File: config.mk
export PLATFORM = sky130hd
export DESIGN_NAME = screen_scan
export DESIGN_NICKNAME = d
export VERILOG_FILES = /design/src/rtl/screen_pkg.sv /design/src/rtl/video_timing.sv /design/src/rtl/screen_scan.sv
export SDC_FILE = /design/constraint.sdc
export NUM_CORES = 1
export LEC_CHECK = 0
export BUFFER_PORTS_ARGS = -buffer_cell sky130_fd_sc_hd__buf_2
export CAP_MARGIN = 5
export CELL_PAD_IN_SITES_DETAIL_PLACEMENT = 1
export CELL_PAD_IN_SITES_GLOBAL_PLACEMENT = 1
export CORE_MARGIN = 3
export CORE_UTILIZATION = 51
export CTS_BUF_LIST = sky130_fd_sc_hd__clkbuf_4 sky130_fd_sc_hd__clkbuf_8
export CTS_CLUSTER_DIAMETER = 30
export DETAILED_ROUTE_END_ITERATION = 7
export GPL_ROUTABILITY_DRIVEN = 0
export PLACE_DENSITY_LB_ADDON = 0.1
export SYNTH_ARGS = -nofsm -noshare
export SYNTH_HDL_FRONTEND = slang
export SYNTH_HIERARCHICAL = 1
export SYNTH_SLANG_ARGS = --single-unit
File: constraint.sdc
create_clock -name clock -period 6.25 [get_ports clock]
set_clock_uncertainty 0.15 [all_clocks]
set_input_delay 0.9375 -clock clock [delete_from_list [all_inputs] [get_ports clock]]
set_output_delay 0.9375 -clock clock [all_outputs]
set_load 0.03 [all_outputs]
File: src/rtl/screen_pkg.sv
// Shared timing constants, attribute layout and colour helpers for the screen scanner.
package screen_pkg;
  localparam logic [8:0] H_TOTAL        = 9'd448;
  localparam logic [8:0] V_TOTAL        = 9'd312;
  localparam logic [8:0] H_ACTIVE_START = 9'd8;
  localparam logic [8:0] H_ACTIVE_END   = 9'd263;
  localparam logic [8:0] H_BLANK_START  = 9'd328;
  localparam logic [8:0] H_BLANK_END    = 9'd423;
  localparam logic [8:0] HSYNC_START    = 9'd352;
  localparam logic [8:0] HSYNC_END      = 9'd383;
  localparam logic [8:0] V_ACTIVE       = 9'd192;
  localparam logic [8:0] V_BLANK_START  = 9'd248;
  localparam logic [8:0] V_BLANK_END    = 9'd255;
  localparam logic [8:0] VSYNC_START    = 9'd248;
  localparam logic [8:0] VSYNC_END      = 9'd251;
  localparam logic [12:0] ATTR_BASE     = 13'h1800;

  // Colour fields are {G,R,B}
  localparam int CB_B = 0;
  localparam int CB_R = 1;
  localparam int CB_G = 2;

  typedef struct packed {
    logic       flash;
    logic       bright;
    logic [2:0] paper;
    logic [2:0] ink;
  } attr_t;

  function automatic logic [2:0] pixel_colour(attr_t at, logic px, logic flip);
    logic [2:0] fg, bg;
    fg = at.ink;
    bg = at.paper;
    if (at.flash && flip) begin
      fg = at.paper;
      bg = at.ink;
    end
    return px ? fg : bg;
  endfunction
endpackage

File: src/rtl/video_timing.sv
// Raster counters, frame counter and registered sync/blank; region flags for the current count.
module video_timing import screen_pkg::*; (
  input  logic       clock,
  input  logic       reset,
  input  logic       ce,
  output logic [8:0] hcount,
  output logic [8:0] vcount,
  output logic       flash_phase,
  output logic       act,
  output logic       brd,
  output logic       hsync,
  output logic       vsync,
  output logic       blank
);
  logic [4:0] frame;
  logic h_blank, v_blank, h_act, v_act, blank_c, hs_c, vs_c;

  assign h_blank = (hcount >= H_BLANK_START) && (hcount <= H_BLANK_END);
  assign v_blank = (vcount >= V_BLANK_START) && (vcount <= V_BLANK_END);
  assign h_act   = (hcount >= H_ACTIVE_START) && (hcount <= H_ACTIVE_END);
  assign v_act   = vcount < V_ACTIVE;
  assign hs_c    = (hcount >= HSYNC_START) && (hcount <= HSYNC_END);
  assign vs_c    = (vcount >= VSYNC_START) && (vcount <= VSYNC_END);
  assign blank_c = h_blank || v_blank;
  assign act     = h_act && v_act;
  assign brd     = !blank_c && !act;
  assign flash_phase = frame[4];

  always_ff @(posedge clock or negedge reset) begin
    if (!reset) begin
      hcount <= '0;
      vcount <= '0;
      frame  <= '0;
    end else if (ce) begin
      if (hcount == H_TOTAL - 9'd1) begin
        hcount <= '0;
        if (vcount == V_TOTAL - 9'd1) begin
          vcount <= '0;
          frame  <= frame + 5'd1;
        end else begin
          vcount <= vcount + 9'd1;
        end
      end else begin
        hcount <= hcount + 9'd1;
      end
    end
  end

  // Syncs and blank lag the counter by one ce, aligned with the colour register
  always_ff @(posedge clock or negedge reset) begin
    if (!reset) begin
      hsync <= 1'b1;
      vsync <= 1'b1;
      blank <= 1'b0;
    end else if (ce) begin
      hsync <= !hs_c;
      vsync <= !vs_c;
      blank <= blank_c;
    end
  end
endmodule

File: src/rtl/screen_scan.sv
// ZX Spectrum screen reader: fetches bitmap/attribute bytes per 8-pixel cell and emits RGBI.
module screen_scan import screen_pkg::*; #(
  parameter logic [2:0] BORDER_DEFAULT = 3'd1
) (
  input  logic        clock,
  input  logic        reset,
  input  logic        ce,
  input  logic [2:0]  border,
  input  logic        border_en,
  output logic [12:0] a,
  input  logic [7:0]  d,
  output logic        r,
  output logic        g,
  output logic        b,
  output logic        i,
  output logic        hsync,
  output logic        vsync,
  output logic        blank
);
  logic [8:0] hcount, vcount;
  logic       flash_phase, act, brd, fetch;
  logic [7:0] y;
  logic [4:0] c;
  logic [7:0] bmp_lat, attr_lat, shifter;
  attr_t      attr_q;
  logic [2:0] col;
  logic       ib;

  video_timing u_tm (
    .clock(clock), .reset(reset), .ce(ce),
    .hcount(hcount), .vcount(vcount), .flash_phase(flash_phase),
    .act(act), .brd(brd), .hsync(hsync), .vsync(vsync), .blank(blank)
  );

  assign y     = vcount[7:0];
  assign c     = hcount[7:3];
  assign fetch = (vcount < V_ACTIVE) && !hcount[8];

  // Cell pipeline: addr at slot 0/2, data two ce later, shifter reload at slot 7
  always_ff @(posedge clock or negedge reset) begin
    if (!reset) begin
      a        <= '0;
      bmp_lat  <= '0;
      attr_lat <= '0;
      shifter  <= '0;
      attr_q   <= '0;
    end else if (ce) begin
      shifter <= {shifter[6:0], 1'b0};
      if (fetch) begin
        case (hcount[2:0])
          3'd0: a <= {y[7:6], y[2:0], y[5:3], c};
          3'd2: begin
            bmp_lat <= d;
            a       <= ATTR_BASE + {3'b000, y[7:3], c};
          end
          3'd4: attr_lat <= d;
          3'd7: begin
            shifter <= bmp_lat;
            attr_q  <= attr_t'(attr_lat);
          end
          default: ;
        endcase
      end
    end
  end

  always_comb begin
    col = '0;
    ib  = 1'b0;
    if (act) begin
      col = pixel_colour(attr_q, shifter[7], flash_phase);
      ib  = attr_q.bright;
    end else if (brd) begin
      col = border_en ? border : BORDER_DEFAULT;
    end
  end

  always_ff @(posedge clock or negedge reset) begin
    if (!reset) begin
      r <= 1'b0;
      g <= 1'b0;
      b <= 1'b0;
      i <= 1'b0;
    end else if (ce) begin
      g <= col[CB_G];
      r <= col[CB_R];
      b <= col[CB_B];
      i <= ib;
    end
  end
endmodule

==> flow_summary.ini <==
[global_routing]
grt_pass1_wl_mm = 14.1
antenna_found_initial = 0
grt.overflow.total = 0
grt_max_degree = 76
grt_usage_pct = 21.4
first_global_vias = 2772

[synthesis]
synth_top_area_share_pct = 49.8
synthDistinctLibCells = 58
synth_area_leader_cell = dfrtp_1
ys_top_cells_by_area = dfrtp_1, mux2_2, xnor2_1
synth_area_mm2 = 0.00367
syn_avg_cell_area_um2 = 11.6
synth_flop_cell = dfrtp_1
yosysWarnings = 6
synth_nets = 338
synthTopCellsByCount = dfrtp_1, mux2_2, nor2_1, nand2_1, nand3_1
seq_area_frac_synth_pct = 51.2
synthArstFlopShare_pct = 100
yosysMostFrequentCell = dfrtp_1
synth_cells = 317
synth_edf_count = 0
ys_ff_latch = 75

[worst_setup_path]
crit_fanout = 43
r2r_cells = 9
critical_path.slowest_cell = nor4_4
cp_cell_sequence = buf_2, inv_1, nor4_4, mux2_2
startpoint_type = input pin
r2r_setup_slack_ps = 3470
critPathKind = input pin to flip-flop
required_ps = 6330
critPathCaptureType = flip-flop
crit-reg2reg-launch = u_tm/hcount[1]$_DFFE_PN0P_
max_stage_delay_ps = 860
r2r-end = g$_DFFE_PN0P_
arrival_ps = 3130

[die]
fp.dieArea_mm2 = 0.00825
io_pins = 35
start_util_pct = 53.4
die_x_um = 90.8
num_rows = 30
core_mm2 = 0.00687
fp.dieH_um = 90.8

[route]
drcViolationCount = 0
ant_nets = 0
dr_total_vias = 2578
routed_via_density = 5.72
drtPass1Iterations = 4
drt_first_iter_violations = 146
routed_wl_mm = 8.30
wl_per_cell_um = 18.4

[sta]
setup_viol = 0
min_period_ps = 3050
fin_crit_sh_pct = 48.9
tightest_slew_ps = 961
finalHoldViolCount = 0
worst_slack_ps = 3200
max_freq_mhz = 327
slew_violations = 0
setup_tns_ps = 0
rsz0062_at_grt = false
maxSlewHeadroom_pct = 35.4

[place]
dp_hpwl_mm = 5.70
placement.io_buffers = 34
dp_cells = 435
pre_cts_slack_ps = 2810

[final_layout]
multi_input_area_mm2 = 0.00167
area_growth_pct = 12.7
final_nets = 371
nFillCells = 727
regArea_mm2 = 0.00188
fin_cells = 451
diodes = 0
fin_util_pct = 60.2
drive_above_1_share_pct = 30.4

[clocking]
cts_tree = done
post_cts_resized = 0
clk_pin_slew_ps = 70
numCtsBuffers = 9
ctsRootBufferMaster = clkbuf_8
clockBufferDepth = 2
clock_sink_count = 75
htreeDepth = 3
hold_buffers = 0
cts_setup_buffers = 0
clk_latency_ps = 340

[run]
cap_violations = 0

[power]
power_mw = 1.15
ir_drop_v = 0.000136
leakage_nw = 2.00
pwr_density_cell_mw_per_mm2 = 279

[outcome]
status = finished clean

[min_path]
hp-class = flip-flop to flip-flop
min_from = u_tm/vsync$_DFFE_PN1P_
holdPathEnd = u_tm/vsync$_DFFE_PN1P_
hold_depth = 2
-- layer usage --
metal	vias to the layer above	GRT usage, %	routed length (um)
met3	9	3.75	237
met2	34	34.4	4020
met4	0	7.16	93
met1	1323	29.5	3950
li1	1212	-	-
met5	-	0	0
-- how the worst max path moves through the flow --
stage / start / end / slack [ps] / depth (start not counted)
2_1_floorplan: u_tm/hcount[0]$_DFFE_PN0P_ / r$_DFFE_PN0P_ / 3970 / 8
3_3_place_gp: ce / a[4]$_DFFE_PN0P_ / 2860 / 4
3_5_place_dp: ce / a[4]$_DFFE_PN0P_ / 2810 / 4
4_1_cts: ce / a[1]$_DFFE_PN0P_ / 3160 / 4
5_1_grt: ce / a[10]$_DFFE_PN0P_ / 3070 / 4
6_report: ce / a[1]$_DFFE_PN0P_ / 3200 / 4
-- cell usage in the layout (no fill, tap or decap), types with 3 or more instances in the layout --
master / synthesis / layout
o21ai_0: 8 / 8
or3_1: 4 / 4
and3_1: 6 / 6
clkbuf_8: 0 / 11
nor4_1: 4 / 4
buf_2: 3 / 33
a21oi_1: 9 / 9
dfrtp_1: 73 / 73
and2_1: 6 / 6
nand3_1: 14 / 14
nand4_1: 4 / 4
nand2_1: 17 / 17
nand4b_1: 4 / 4
a31oi_1: 3 / 3
nor3_1: 8 / 8
ha_1: 6 / 6
inv_1: 13 / 13
mux2_2: 39 / 39
nor2_1: 20 / 20
o211ai_1: 5 / 5
and3b_1: 3 / 3
o2bb2ai_1: 3 / 3
a221o_1: 3 / 3
xor2_1: 3 / 3
xnor2_1: 9 / 9
nor2b_1: 3 / 3
-- critical path: cells and delay by family --
kind / cells / cell delay [ps]
buffers and inverters: 2 / 890
AND/OR/NAND/NOR: 1 / 860
multiplexers: 1 / 420
-- state kept, by name (all words and copies together) (netlist names), 5 cells and up --
name,cells
attr_lat,8
u_tm/vcount,9
a,13
u_tm/frame,5
attr_q,8
u_tm/hcount,9
shifter,8
bmp_lat,8
-- report_power, final --
| group | switching (mW) | internal [mW] | total, mW |
|---|---|---|---|
| logic | 0.0810 | 0.0592 | 0.140 |
| clock network | 0.178 | 0.251 | 0.429 |
| registers | 0.0715 | 0.513 | 0.584 |
| total | 0.331 | 0.822 | 1.15 |
-- stage by stage --
step	area [um2]	hold slack, ps
final	4130	342
after global routing	4130	366
after CTS	4130	343
after detailed placement	3900	329
after global placement	3900	303
after floorplan	3670	288
-- layout make-up --
class,count,share of cell area (%)
Clock buffer,12,3.84
Clock inverter,4,1.76
Inverter,13,1.18
Multi-Input combinational cell,216,40.5
Sequential cell,75,45.5
Tap cell,96,2.91
Timing Repair Buffer,35,4.36
-- kinds of logic after synthesis --
family / share of synthesized area [%]
flops: 51.2
buf+inv: 3.14
simple gates: 18.6
compound gates: 9.24
fa+ha+maj: 2.05
xor+xnor: 2.87
mux: 12.9
Power figures use the tool's default switching activity.
